### config.mk
export PLATFORM = sky130hd
export DESIGN_NAME = ula_seq
export DESIGN_NICKNAME = d
export VERILOG_FILES = /design/src/rtl/ula_seq.sv
export SDC_FILE = /design/constraint.sdc
export NUM_CORES = 1
export LEC_CHECK = 0
export ABC_AREA = 0
export BUFFER_PORTS_ARGS = -buffer_cell sky130_fd_sc_hd__buf_2
export CORE_ASPECT_RATIO = 0.8
export CORE_MARGIN = 2
export CORE_UTILIZATION = 43
export DETAILED_ROUTE_END_ITERATION = 10
export PLACE_DENSITY = 0.59
export SKIP_LAST_GASP = 1
export SYNTH_ARGS = -nofsm -noshare
export SYNTH_HDL_FRONTEND = slang
export SYNTH_SLANG_ARGS = --single-unit
### constraint.sdc
create_clock -name clock -period 4.45 [get_ports clock]
set_input_delay 0.89 -clock clock [delete_from_list [all_inputs] [get_ports clock]]
set_output_delay 0.89 -clock clock [all_outputs]
set_load 0.03 [all_outputs]
### src/rtl/ula_seq.sv
// Registered, parametrised ULA with a start/busy/done handshake.
// Single-cycle ops complete at the start edge; multiply iterates shift-add for WIDTH cycles.
module ula_seq #(
  parameter int unsigned WIDTH  = 8,
  parameter bit          MUL_EN = 1'b1
) (
  input  logic             clock,
  input  logic             reset,
  input  logic             start,
  input  logic [2:0]       ULAop,
  input  logic [WIDTH-1:0] dado1,
  input  logic [WIDTH-1:0] dado2,
  output logic             busy,
  output logic             done,
  output logic [WIDTH-1:0] resultado,
  output logic             notzero,
  output logic             overflow
);

  localparam int unsigned SHW = $clog2(WIDTH);
  localparam int unsigned CW  = $clog2(WIDTH + 1);

  localparam logic [2:0] OP_ADD  = 3'b000;
  localparam logic [2:0] OP_SUB  = 3'b001;
  localparam logic [2:0] OP_SLT  = 3'b010;
  localparam logic [2:0] OP_SLTU = 3'b011;
  localparam logic [2:0] OP_SLL  = 3'b100;
  localparam logic [2:0] OP_SRA  = 3'b101;
  localparam logic [2:0] OP_MUL  = 3'b110;
  localparam logic [2:0] OP_AND  = 3'b111;

  typedef enum logic {IDLE, MUL} state_t;

  state_t           state_q, state_d;
  logic [WIDTH-1:0] mcand_q, mcand_d;
  logic [WIDTH-1:0] mplier_q, mplier_d;
  logic [WIDTH-1:0] acc_q, acc_d;
  logic [CW-1:0]    count_q, count_d;
  logic             nz_pend_q, nz_pend_d;
  logic             busy_q, busy_d;
  logic             done_q, done_d;
  logic [WIDTH-1:0] resultado_q, resultado_d;
  logic             notzero_q, notzero_d;
  logic             overflow_q, overflow_d;

  logic [WIDTH-1:0] sum, diff, alu_res, acc_next;
  logic [SHW-1:0]   amt;
  logic             alu_ov;

  // Single-cycle datapath
  always_comb begin
    sum     = dado1 + dado2;
    diff    = dado1 - dado2;
    amt     = dado2[SHW-1:0];
    alu_res = '0;
    alu_ov  = 1'b0;
    case (ULAop)
      OP_ADD: begin
        alu_res = sum;
        alu_ov  = (dado1[WIDTH-1] == dado2[WIDTH-1]) && (sum[WIDTH-1] != dado1[WIDTH-1]);
      end
      OP_SUB: begin
        alu_res = diff;
        alu_ov  = (dado1[WIDTH-1] != dado2[WIDTH-1]) && (diff[WIDTH-1] != dado1[WIDTH-1]);
      end
      OP_SLT:  alu_res = WIDTH'($signed(dado1) < $signed(dado2));
      OP_SLTU: alu_res = WIDTH'(dado1 < dado2);
      OP_SLL:  alu_res = dado1 << amt;
      OP_SRA:  alu_res = WIDTH'($signed(dado1) >>> amt);
      OP_MUL:  alu_res = '0;
      OP_AND:  alu_res = dado1 & dado2;
      default: alu_res = '0;
    endcase
  end

  // Next-state and output logic
  always_comb begin
    state_d     = state_q;
    mcand_d     = mcand_q;
    mplier_d    = mplier_q;
    acc_d       = acc_q;
    count_d     = count_q;
    nz_pend_d   = nz_pend_q;
    busy_d      = busy_q;
    done_d      = 1'b0;
    resultado_d = resultado_q;
    notzero_d   = notzero_q;
    overflow_d  = overflow_q;
    acc_next    = mplier_q[0] ? (acc_q + mcand_q) : acc_q;

    case (state_q)
      IDLE: begin
        if (start) begin
          if (MUL_EN && (ULAop == OP_MUL)) begin
            state_d   = MUL;
            mcand_d   = dado1;
            mplier_d  = dado2;
            acc_d     = '0;
            count_d   = CW'(WIDTH);
            nz_pend_d = |dado1;
            busy_d    = 1'b1;
          end else begin
            resultado_d = alu_res;
            overflow_d  = alu_ov;
            notzero_d   = |dado1;
            done_d      = 1'b1;
          end
        end
      end
      MUL: begin
        acc_d    = acc_next;
        mcand_d  = mcand_q << 1;
        mplier_d = mplier_q >> 1;
        count_d  = count_q - CW'(1);
        if (count_q == CW'(1)) begin
          resultado_d = acc_next;
          overflow_d  = 1'b0;
          notzero_d   = nz_pend_q;
          done_d      = 1'b1;
          busy_d      = 1'b0;
          state_d     = IDLE;
        end
      end
      default: state_d = IDLE;
    endcase
  end

  always_ff @(posedge clock) begin
    if (!reset) begin
      state_q     <= IDLE;
      mcand_q     <= '0;
      mplier_q    <= '0;
      acc_q       <= '0;
      count_q     <= '0;
      nz_pend_q   <= 1'b0;
      busy_q      <= 1'b0;
      done_q      <= 1'b0;
      resultado_q <= '0;
      notzero_q   <= 1'b0;
      overflow_q  <= 1'b0;
    end else begin
      state_q     <= state_d;
      mcand_q     <= mcand_d;
      mplier_q    <= mplier_d;
      acc_q       <= acc_d;
      count_q     <= count_d;
      nz_pend_q   <= nz_pend_d;
      busy_q      <= busy_d;
      done_q      <= done_d;
      resultado_q <= resultado_d;
      notzero_q   <= notzero_d;
      overflow_q  <= overflow_d;
    end
  end

  assign busy      = busy_q;
  assign done      = done_q;
  assign resultado = resultado_q;
  assign notzero   = notzero_q;
  assign overflow  = overflow_q;

endmodule

Word-level counts from Yosys, hierarchy flattened
Index checks and enable logic that the tools add are counted.
- word-level logic and storage cells: 83
- flip-flop bits (word level): 42
- add/sub/neg operators: 4
- magnitude comparators: 2
- eq/ne operators: 16
- shifts and indexed selects: 2
- reduce and logical (&&, ||, !) cells: 8
- bitwise logic cells: 2
- mux-type cells: 38
- operator list (operator ; count):
    8-bit two-way mux ; 10
    8-bit one-hot mux with 2 select lines ; 4
    8-bit one-hot mux with 7 select lines ; 1
    8-bit adder ; 2
    8-bit < comparator ; 2
    1-bit two-way mux ; 14
    3-bit == test, second input constant ; 4
    1-bit one-hot mux with 2 select lines ; 6
    3-bit AND reduction ; 3
    8-bit AND ; 1
    4-bit two-way mux ; 2
    4-bit one-hot mux with 2 select lines ; 1
    8-bit OR reduction ; 1
    8-bit by 3-bit << shifter with 8-bit output ; 1
    8-bit by 3-bit >>> shifter with 8-bit output ; 1
    8-bit subtractor ; 1
    3-bit by 2-bit == test with 1-bit output, second input constant ; 2
    2-bit inequality test, second input constant ; 3
    4-bit by 1-bit == test with 1-bit output, second input constant ; 1
    4-bit by 1-bit subtractor with 4-bit output, second input constant ; 1
    3-bit by 1-bit == test with 1-bit output, second input constant ; 1
    3-bit zero test ; 1
    1-bit inequality test ; 3
    1-bit logical AND ; 2
    4 further kinds ; 4

Logic depth before layout (Yosys ltp)
- depth in word-level cells: 7
- mapped depth: 10
- depth with buffers taken out: 9

Worst setup path before layout
Ideal clock, no wire load.
- kind: input-to-reg
- from: input port dado2[1]
- to: register resultado_q[7] (netlist: resultado[7])
- setup time: 74 ps
- path slack: 1663 ps
- buffers on the path: 2
- arrival time: 2713 ps
- stages on the path: 10
- required time: 4376 ps
- cells stage by stage: buf_4 buf_4 inv_1 ha_1 nor2b_1 o31a_1 o22ai_2 mux2i_1 a221o_1 a31oi_1
- longest elaborated chain between the ends: 5
- elaborated cells between the ends (all ways): 8
- ends and longest elaborated chain (element ; line ; source):
    start: declaration ; 12 ; input logic [WIDTH-1:0] dado2,
    8-bit subtractor, or another cell as far along ; 53 ; diff = dado1 - dado2;
    8-bit one-hot mux with 7 select lines (*) ; 57 ; case (ULAop)
    8-bit two-way mux (*) ; 94 ; if (MUL_EN && (ULAop == OP_MUL)) begin
    8-bit two-way mux (*) ; 93 ; if (start) begin
    8-bit one-hot mux with 2 select lines (*) ; 91 ; case (state_q)
    end signal: assignment ; 150 ; resultado_q <= resultado_d;
    end: declaration ; 42 ; logic [WIDTH-1:0] resultado_q, resultado_d;
Every way passes the cells marked *; elsewhere a longest branch is shown, timed or not. The select of a mux whose other input is x is not followed.
A chain may end at the register's enable or synchronous reset.

Worst setup path in the final report
- from: input port dado2[0]
- to: register resultado_q[6] (netlist: resultado[6])
Same word-level chain as after synthesis.

==> run metrics <==
CTS sink cnt=42; Combinational Power Share=29.8%; Max Transition Viols Final=0; total length of routed wires=10600 um; largest cells by area after synthesis=dfxtp_1 (23%), ha_1 (8.9%), mux2i_1 (4.9%), mux4_2 (4.3%), nand2_1 (4.3%); Hold Path Depth=2; total core area=8370 um2; R2R Setup Slk=2160 ps; post-synthesis cell count=435; die height=86.5 um; Synth Flop Type=dfxtp_1; First-pass DRT Iterations=5; NetSw=0.315 mW; outcome=finished clean; Worst R2R Path Depth=8; total grt overflow=0; met3 usage=3.68%; mean post-synth cell area=8.41 um2; Tightest Pin Transition=632 ps; min-delay src=overflow$_SDFFE_PN0P_; vias per cell=6.00; setup TNS=0 ps; Max Clock Freq=339 MHz; worst hold slack=480 ps; synthesized cell area=3660 um2; Clock power frac=27.7%; busiest grt layer=met1; I/O pin count=34; hold crit path type=flip-flop to flip-flop; Finished Layout Cells=564; final-stage net count=502; Root Buffer=clkbuf_8; Worst-Skew Late Latency=290 ps; unrepaired setup endpoints after global routing=no; share of layout cells above drive strength 1=15.0%; Max rail drop VDD=162 uV; Crit. End Element=flip-flop; initial antenna violation count=0; Fin. Hold Viols=0; top cell type's share of synthesized area=23.0%; first-pass GRT wire length=16900 um; worst hold endpoint=overflow$_SDFFE_PN0P_; CTS tree=built; Routed Antenna Nets=0; fin area=3940 um2; Syn-to-layout area delta=7.59%; fin crit period=2950 ps; final clock skew=8.55 ps; Worst Setup Start Kind=primary input; largest area contributor in the netlist=dfxtp_1; FF+latch count, synth=42; post-CTS setup buffers=0; Port Buf Inserts=33; Post-Syn Nets=486; Critical Path RT=4680 ps; worst slack, placed=1250 ps; sequential area share after synthesis=23.0%; Synth Warn #=0; EDFF count, synth=0; Slew headroom=57.4%; n_diodes=0; max-cap viol count=0; largest net degree at the start of global routing=50; post-CTS sizing=0; Int Pwr=0.626 mW; DR DRC count=0; Distinct cells, synth=65; Die Width=107 um; Clk pin slew, worst setup/hold paths=80 ps; P_leak=1.64 nW; Post-synth ARST share=0%; detailed placer's ending HPWL=7730 um; hold_buf cts=0; Vias=3383; Sw Share=33.5%; clock tree buffer depth=2; worst-path fanout max=20; flip-flop and latch area=841 um2; Setup Viol. Count Final=0; Die Area=9270 um2; GRT Resource Usage Total=23.4%; Final WS setup=1500 ps; met1 global-route usage=36.7%; layout filler cell count=847; post-place instance area=3850 um2; area occupied by multi-input gates=2600 um2; wire length per cell=18.7 um; Crit Reg-Reg Endpoint=resultado[6]$_SDFFE_PN0P_; critical path arrival=3180 ps; RR Startpoint=mcand_q[0]$_SDFFE_PN0P_; H-tree Lvls=2; dpl cells=556; fin crit share=66.3%; Initial Util=43.7%; Post-synth top cells=dfxtp_1 (42), nand2_1 (42), nor2_1 (30), a21oi_1 (27); Starting DRT DRC Count=306; CP Class=primary input to flip-flop; TritonCTS Buffers=5; register share of total power=42.5%; Layout Utilization=47.0%; pwr dens=239 nW/um2; Final Power=0.941 mW; grt met2 use=34.9%; num rows=30; number of global-route vias before repair=3018; GPL Wtd Cong=0.871
## critical path, stage by stage
cell      delay [ps]
buf_2            360
ha_1             270
inv_1             70
fa_1             410
o21bai_1         260
a211oi_1         120
a211oi_1         270
o21ai_0          110
a311o_1          310
o21ai_1          100
## layout by cell type (no fill, tap or decap), types with 4 or more instances in the layout
master and n:
mux2i_1 18, inv_1 21, clkbuf_8 6, a22oi_1 4, a31oi_1 4, o21ai_0 26
nor3_1 8, nand3_1 7, a21oi_1 27, o21a_1 5, and2_1 9, a221oi_1 4
nor2_1 30, a21boi_0 4, nand2_1 42, buf_2 33, ha_1 26, nor2b_1 18
xor2_1 5, nand2b_1 8, dfxtp_1 42, a211oi_1 8, mux2_2 11, xnor2_1 8
mux4_2 7, and3_1 6, a222oi_1 5
## area by class of cell
cell class              count  share of cell area (%)
clock inverters             1                   0.127
well taps                 112                    3.56
repair buffers             35                    4.58
flip-flops and latches     42                    21.4
multi-input cells         345                    66.1
clock buffers               7                    2.19
inverters                  22                    2.10
## flip-flops by register name (all words and copies together) (netlist names), 4 cells and up
name	cells
mcand_q	8
resultado	8
acc_q	8
mplier_q	8
count_q	4
## kinds of logic (layout without fill, tap and decap cells)
kind of cell	count (synthesis)	count (layout)	share of synthesized area, %
xor+xnor	13	13	3.11
flops	42	42	23.0
mux	39	39	14.8
buf+inv	48	65	5.91
simple gates	141	141	19.2
fa+ha+maj	29	29	10.5
compound gates	123	123	23.5
## how the worst max path moves through the flow
stage | startpoint | end | slack [ps] | cells after the start
6_report | dado2[0] | resultado[6]$_SDFFE_PN0P_ | 1500 | 10
3_5_place_dp | dado2[0] | resultado[6]$_SDFFE_PN0P_ | 1250 | 10
5_1_grt | dado2[0] | resultado[6]$_SDFFE_PN0P_ | 1330 | 10
4_1_cts | dado2[0] | resultado[6]$_SDFFE_PN0P_ | 1560 | 10
3_3_place_gp | dado2[0] | resultado[6]$_SDFFE_PN0P_ | 1330 | 10
2_1_floorplan | dado2[1] | resultado[7]$_SDFFE_PN0P_ | 1660 | 10
## power by group through the flow
stage | Sequential, mW | Clock [mW] | Combinational (mW)
finish | 0.400 | 0.261 | 0.280
global route | 0.401 | 0.281 | 0.307
CTS | 0.400 | 0.266 | 0.277
detailed placement | 0.408 | 0 | 0.276
global placement | 0.408 | 0 | 0.273
floorplan | 0.422 | 0 | 0.185
## per-layer routing
layer / share of wire, % / vias to the layer above
li1: - / 1622
met1: 51 / 1647
met2: 43 / 112
met3: 6.4 / 2
met4: 0.27 / 0
met5: 0 / -
Power figures use the tool's default switching activity.
